## src/rtl/alu_op_sequencer_pkg.sv

```systemverilog
// alu_op_sequencer_pkg: opcodes, FSM encodings, status bit indices and decode struct for the ALU sequencer.
// ALU_OP_SEQUENCER_CMP_EN makes opcode 101 (CMP) a legal ALU op.
package alu_op_sequencer_pkg;
  localparam logic [2:0] OP_NOP = 3'd0;
  localparam logic [2:0] OP_ADD = 3'd1;
  localparam logic [2:0] OP_SUB = 3'd2;
  localparam logic [2:0] OP_XOR = 3'd3;
  localparam logic [2:0] OP_MUL = 3'd4;
  localparam logic [2:0] OP_CMP = 3'd5;
  localparam logic [1:0] S_IDLE = 2'd0;
  localparam logic [1:0] S_LOAD = 2'd1;
  localparam logic [1:0] S_EXEC = 2'd2;
  localparam logic [1:0] S_DONE = 2'd3;
  localparam int ST_Z = 0;
  localparam int ST_C = 1;
  localparam int ST_N = 2;
  localparam int ST_V = 3;
  typedef struct packed {
    logic addsub;
    logic add_ctrl;
    logic xor_ctrl;
    logic mul_out_ctrl;
    logic acc_enable;
    logic upd_status;
    logic illegal;
  } dec_t;
  // true for opcodes that go through LOAD/EXEC
  function automatic logic op_runs_alu(input logic [2:0] op);
`ifdef ALU_OP_SEQUENCER_CMP_EN
    return op >= OP_ADD && op <= OP_CMP;
`else
    return op >= OP_ADD && op <= OP_MUL;
`endif
  endfunction
endpackage

```

## src/rtl/alu_op_decoder.sv

```systemverilog
// alu_op_decoder: registered opcode plus EXEC flag -> ALU control strobes, status update and illegal flag.
// ALU_OP_SEQUENCER_CMP_EN enables the CMP opcode decode.
module alu_op_decoder
  import alu_op_sequencer_pkg::*;
#(
  parameter int OP_W = 3
) (
  input  logic [OP_W-1:0] op,
  input  logic            exec,
  output dec_t            dec
);
  logic [2:0] op3;
  logic is_add, is_sub, is_xor, is_mul, is_cmp;
  assign op3    = 3'(op);
  assign is_add = op3 == OP_ADD;
  assign is_sub = op3 == OP_SUB;
  assign is_xor = op3 == OP_XOR;
  assign is_mul = op3 == OP_MUL;
`ifdef ALU_OP_SEQUENCER_CMP_EN
  assign is_cmp = op3 == OP_CMP;
`else
  assign is_cmp = 1'b0;
`endif
  always_comb begin
    dec.addsub       = exec & (is_sub | is_cmp);
    dec.add_ctrl     = exec & (is_add | is_sub);
    dec.xor_ctrl     = exec & is_xor;
    dec.mul_out_ctrl = exec & is_mul;
    dec.acc_enable   = exec & (is_add | is_sub | is_xor | is_mul);
    dec.upd_status   = exec & (is_add | is_sub | is_cmp);
    dec.illegal      = (op3 != OP_NOP) & ~op_runs_alu(op3);
  end
endmodule

```

## src/rtl/alu_op_sequencer.sv

```systemverilog
// alu_op_sequencer: valid/ready command front end sequencing ALU strobes IDLE->LOAD->EXEC->DONE.
// ALU_OP_SEQUENCER_CMP_EN enables opcode 101 as CMP (subtract for flags only).
module alu_op_sequencer
  import alu_op_sequencer_pkg::*;
#(
  parameter int DATA_W = 16,
  parameter int OP_W   = 3
) (
  input  logic              clk,
  input  logic              rst,
  input  logic              cmd_valid,
  output logic              cmd_ready,
  input  logic [OP_W-1:0]   cmd_op,
  input  logic [DATA_W-1:0] cmd_a,
  input  logic [DATA_W-1:0] cmd_b,
  output logic [DATA_W-1:0] alu_a,
  output logic [DATA_W-1:0] alu_b,
  output logic              a_enable,
  output logic              addsub,
  output logic              add_ctrl,
  output logic              xor_ctrl,
  output logic              mul_out_ctrl,
  output logic              acc_enable,
  input  logic [DATA_W-1:0] acc_out,
  input  logic [DATA_W-1:0] mul_acc_out,
  input  logic [3:0]        status_reg,
  output logic              rsp_valid,
  input  logic              rsp_ready,
  output logic [DATA_W-1:0] rsp_data,
  output logic [DATA_W-1:0] rsp_data_hi,
  output logic [3:0]        rsp_status,
  output logic              rsp_err
);
  logic [1:0]        state_q, state_d;
  logic [OP_W-1:0]   op_q, op_d;
  logic [DATA_W-1:0] a_q, a_d, b_q, b_d;
  logic [3:0]        status_q, status_d;
  dec_t              dec;

  alu_op_decoder #(.OP_W(OP_W)) u_dec (
    .op  (op_q),
    .exec(state_q == S_EXEC),
    .dec (dec)
  );

  always_comb begin
    state_d  = state_q;
    op_d     = op_q;
    a_d      = a_q;
    b_d      = b_q;
    status_d = dec.upd_status ? status_reg : status_q;
    if (state_q == S_IDLE && cmd_valid) begin
      op_d    = cmd_op;
      a_d     = cmd_a;
      b_d     = cmd_b;
      state_d = op_runs_alu(3'(cmd_op)) ? S_LOAD : S_DONE;
    end else if (state_q == S_LOAD) begin
      state_d = S_EXEC;
    end else if (state_q == S_EXEC) begin
      state_d = S_DONE;
    end else if (state_q == S_DONE && rsp_ready) begin
      state_d = S_IDLE;
    end
  end

  always_ff @(posedge clk or negedge rst) begin
    if (!rst) begin
      state_q  <= S_IDLE;
      op_q     <= '0;
      a_q      <= '0;
      b_q      <= '0;
      status_q <= '0;
    end else begin
      state_q  <= state_d;
      op_q     <= op_d;
      a_q      <= a_d;
      b_q      <= b_d;
      status_q <= status_d;
    end
  end

  // strobes are pure decodes of state, so an async reset drops them immediately
  assign cmd_ready    = state_q == S_IDLE;
  assign a_enable     = state_q == S_LOAD;
  assign addsub       = dec.addsub;
  assign add_ctrl     = dec.add_ctrl;
  assign xor_ctrl     = dec.xor_ctrl;
  assign mul_out_ctrl = dec.mul_out_ctrl;
  assign acc_enable   = dec.acc_enable;
  assign alu_a        = a_q;
  assign alu_b        = b_q;
  assign rsp_valid    = state_q == S_DONE;
  assign rsp_data     = rsp_valid ? acc_out : '0;
  assign rsp_data_hi  = rsp_valid ? mul_acc_out : '0;
  assign rsp_status   = status_q;
  assign rsp_err      = rsp_valid & dec.illegal;
endmodule

```

## config.mk

```make
export PLATFORM = sky130hd
export DESIGN_NAME = alu_op_sequencer
export DESIGN_NICKNAME = d
export VERILOG_FILES = /design/src/rtl/alu_op_sequencer_pkg.sv /design/src/rtl/alu_op_decoder.sv /design/src/rtl/alu_op_sequencer.sv
export SDC_FILE = /design/constraint.sdc
export NUM_CORES = 1
export LEC_CHECK = 0
export CORE_UTILIZATION = 45
export CTS_CLUSTER_SIZE = 10
export DETAILED_ROUTE_END_ITERATION = 6
export DONT_BUFFER_PORTS = 1
export GPL_TIMING_DRIVEN = 0
export SYNTH_ARGS = -nofsm -noshare
export SYNTH_HDL_FRONTEND = slang
export SYNTH_SLANG_ARGS = --single-unit
```

## constraint.sdc

```tcl
create_clock -name clk -period 1.6 [get_ports clk]
set_input_delay 0.32 -clock clk [delete_from_list [all_inputs] [get_ports clk]]
set_output_delay 0.32 -clock clk [all_outputs]
set_load 0.03 [all_outputs]
```

## After elaboration in Yosys (flattened, before gate mapping)

Cells that the tools add are included.

- Memories kept: 0
- RAM bits: 0
- Latch bits: 0
- Register bits: 41
- Word-level logic and storage cells: 41
- ROM bits: 0

- Multipliers: 0
- Add/sub/neg operators: 0
- Magnitude comparators: 4
- Bitwise gates (word level): 11
- Shift-type cells: 0
- Equal/unequal tests: 7
- Divide/modulo/power cells: 0
- Mux-type cells: 7
- Reduce and logical (&&, ||, !) cells: 7

Operators by type and width:

| cell | count |
|---|---|
| two-way mux 16 bit | 2 |
| two-way mux 2 bit | 5 |
| bitwise AND 1 bit | 7 |
| equality test 3 x 2 -> 1 bit (second input constant) | 2 |
| greater-or-equal comparator 3 x 1 -> 1 bit (second input constant) | 2 |
| less-or-equal comparator 3 bit (second input constant) | 2 |
| equality test 2 bit (second input constant) | 2 |
| logical AND 1 bit | 4 |
| nonzero test 4 bit | 1 |
| equality test 3 x 1 -> 1 bit (second input constant) | 1 |
| equality test 3 bit (second input constant) | 1 |
| bitwise OR 1 bit | 3 |
| nonzero test 3 bit | 1 |
| equality test 2 x 1 -> 1 bit (second input constant) | 1 |
| zero test 2 bit | 1 |
| inverter 1 bit | 1 |

## Depth between registers and ports, before layout

- Depth in word-level cells: 6
- Gate-level depth with buffers: 6

## Cells and area by module

A second synthesis with hierarchy kept.

- Cell total of the unflattened synthesis: 146
- Area, all modules: 1940.6 µm²

By module, submodules not included:

| module | area each (µm²) | instances | cells each | sequential area each (µm²) |
|---|---|---|---|---|
| alu_op_sequencer | 1853.0 | 1 | 136 | 1026.0 |
| alu_op_decoder | 87.6 | 1 | 10 | 0.0 |

## Worst setup path before layout

Ideal clock, no wire load.

- Path kind: register to output
- Start point: register state_q[0]
- End point: output addsub
- Arrival time: 1641 ps
- Cell stages (with the launch flop): 4
- Data required time: 1280 ps
- Slack: -361 ps
- Cell sequence: dfrtp_1 inv_1 ha_1 nor4bb_1

- Longest elaborated chain between the ends: 2

Ends and longest elaborated chain:

| what | line | RTL |
|---|---|---|
| from (decl) | alu_op_sequencer.sv:34 | `logic [1:0] state_q, state_d;` |
| from (signal assigned) | alu_op_sequencer.sv:74 | `state_q <= state_d;` |
| equality test 2 bit | alu_op_sequencer.sv:42 | `.exec(state_q == S_EXEC),` |
| bitwise AND 1 bit | alu_op_decoder.sv:25 | `dec.addsub = exec & (is_sub \| is_cmp);` |
| to (decl) | alu_op_sequencer.sv:19 | `output logic addsub,` |

Every way passes these cells.

## Final worst setup path

- Start point: register state_q[0]
- End point: output add_ctrl

- Longest elaborated chain between the ends: 2

Ends and longest elaborated chain:

| what | line | RTL |
|---|---|---|
| equality test 2 bit | alu_op_sequencer.sv:42 |  |
| bitwise AND 1 bit | alu_op_decoder.sv:26 | `dec.add_ctrl = exec & (is_add \| is_sub);` |
| to (decl) | alu_op_sequencer.sv:20 | `output logic add_ctrl,` |

Every way passes these cells.

==> results.md <==
- Status: finished, violations left
- Violated checks: negative setup slack
- Max VDD drop: 1143 uV
- Placed cells: 193
- Via Count: 1213
- Synth Instances: 143
- Post-synth EDFFs: 0
- Crit path arrival time: 1460 ps
- Clock group share of total power: 9.6%
- WL met3: 475 um
- Layout cell share with drive strength beyond 1: 67.48%
- Dominant cells by area after synthesis: dfrtp_1, mux2_2, and2_1
- Post-Syn Area: 1888 sq um
- ANT cells: 0
- Final nets: 241
- CTS tree: built
- Synth area leader: dfrtp_1
- Peak Freq: 562.6 MHz
- Metal-1 WL: 1353 um
- Final cell count without fillers: 213
- Die area: 4459 sq um
- Top routing layer used: met4
- Final Skew: 3.922 ps
- Final worst setup slack: -177.5 ps
- Fin crit period: 1777 ps
- Post-synth top area share: 54.34%
- FF+latch count, synth: 41
- DP Area: 1988 sq um
- Static Leakage: 1.075 nW
- WL per Instance: 20.92 um
- Post-route DRC: 0
- Final instance area: 2447 sq um
- Placer Congestion: 0.6375
- Yosys Warn Count: 0
- Core box area: 4000 sq um
- DP Wirelength: 3187 um
- Pre-Repair DR Iteration Count: 4
- Tot Pwr: 6.595 mW
- Internal Power: 3.387 mW
- Crit path max fanout: 5
- Final period utilization: 111.1%
- Num CTS Buffers: 5
- Relative max-transition margin: 61.60%
- Sequential area share after synthesis: 54.34%
- RSZ-0062 raised after global routing: yes
- FP Rows: 23
- Syn avg cell area: 13.20 sq um
- Primary FF master, synth: dfrtp_1
- Final TNS setup: -3714 ps
- Top post-synthesis cells by count: dfrtp_1, mux2_2, and2_1
- Count leader, synth: dfrtp_1
- Die X: 66.78 um
- Critical path class: register to output pin
- Buffers on Ports: 0
- CTS Sinks: 41
- Starting Density: 47.20%
- Unique masters post-synth: 21
- Final hold violations: 0
- Longest Clk Path Bufs: 2
- Pwr/cell area: 2695 nW/um^2
- Die H: 66.78 um
- Reg clk slew, reported paths: 70 ps
- Maxcap violations: 0
- Sw frac: 48.65%
- Share of power burned in registers: 45.3%
- Vias in the first global route: 1247
- Final wirelength: 4456 um
- Max-slew violations: 0
- Iter 0 DRT Violations: 16
- Place WS: -221.1 ps
- Slew of the pin with the lowest slew margin: 575.4 ps
- Total Routing Usage GR: 19.19%
- Ports: 152
- Initial antenna violation count: 0
- H-tree levels: 2
- Setup-failing EPs final: 41
- Synth-to-layout area growth: 29.62%
- Mapped Nets: 222
- Later-pin clock latency in the skew report: 280 ps
- Req. time, crit path: 1280 ps
- Antenna-violating nets left: 0
- Clk root buf: clkbuf_8
- Congestion Overflow GR: 0
- Met2 WL: 2554 um
- Hold Slack: 167.3 ps
- Async SR Flop Fraction: 100.0%
- Final Util: 61.18%
- Largest net degree at the start of global routing: 42
- Worst Setup End Kind: output pin
- Net Sw Power: 3.208 mW
- Combinational power share: 45.2%
- Crit path launch type: register
- Vias/cell: 5.695
- HP Class: input pin to register
- Global-route wire length before repair: 6085 um
==> metal layers <==
metal  global-route usage (%)  up-vias
met5                        0        -
met1                    17.75      595
li1                         -      524
met4                    8.245        0
met2                    36.99       87
met3                    6.678        7
==> repair_timing <==
| action | 4_1_cts | 5_1_grt |
|---|---|---|
| resized for setup | 97 | 14 |
| pin swaps | 5 | 5 |
| gates cloned | 1 | 2 |
| hold buffers | 2 | 0 |
| setup buffers | 4 | 4 |
| hold endpoints to repair | 41 | 0 |
| setup endpoints to repair | 71 | 65 |
==> power by group through the flow <==
stage | logic [mW] | registers, mW | clock network [mW]
3_5_place_dp | 2.16 | 2.95 | 0
4_1_cts | 2.78 | 2.98 | 0.652
3_3_place_gp | 2.08 | 2.92 | 0
6_report | 2.98 | 2.98 | 0.631
2_1_floorplan | 1.92 | 2.82 | 0
5_1_grt | 3.16 | 3.06 | 0.698
==> critical path: stages (launching register included) <==
cell and delay (ps):
dfrtp_2 440, inv_2 80, ha_4 140, nor3b_4 510
==> registers in the layout, summed over array words and instances (netlist names) <==
signal      flops
alu_b          16
alu_a          16
op_q            3
state_q         2
rsp_status      4
==> kinds of logic (layout without fill, tap and decap cells) <==
family / count (synthesis) / count (layout) / share of synthesized area [%]
xor+xnor: 2 / 2 / 0.9279
buf+inv: 8 / 28 / 1.789
compound gates: 5 / 5 / 1.856
flops: 41 / 41 / 54.34
fa+ha+maj: 4 / 4 / 2.651
simple gates: 43 / 43 / 14.65
mux: 40 / 40 / 23.79
==> placed cells by master (no fill, tap or decap), drive strengths merged <==
cell type	instances
a211oi	1
a21oi	2
a221o	1
and2	33
and3	1
and4b	1
buf	15
clkbuf	10
dfrtp	41
dlygate4sd3	1
ha	4
inv	2
mux2	39
mux2i	1
nand2	2
nor2	2
nor3	2
nor3b	1
nor4bb	1
o21a	1
xnor2	2
==> cell type report <==
cell class              count  area, sq um
repair buffers             12        151.4
fillers                   307         1553
plain buffers               6        90.09
clock buffers               8        80.08
flip-flops and latches     41         1032
multi-input cells          94         1023
inverters                   2        7.507
well taps                  50        62.56
==> final timing paths <==
check	startpoint	to	slack, ps	cells past startpoint
max in group asynchronous	rst	op_q[0]$_DFFE_PN0P_	880	2
min in group asynchronous	rst	alu_b[6]$_DFFE_PN0P_	510	2
worst min-delay path	status_reg[2]	rsp_status[2]$_DFFE_PN0P_	170	1
worst min register to register	op_q[1]$_DFFE_PN0P_	op_q[1]$_DFFE_PN0P_	630	1
worst max-delay path	state_q[0]$_DFFE_PN0P_	add_ctrl	-180	3
worst max register to register	state_q[0]$_DFFE_PN0P_	rsp_status[3]$_DFFE_PN0P_	-70	4
Power figures use the tool's default switching activity.
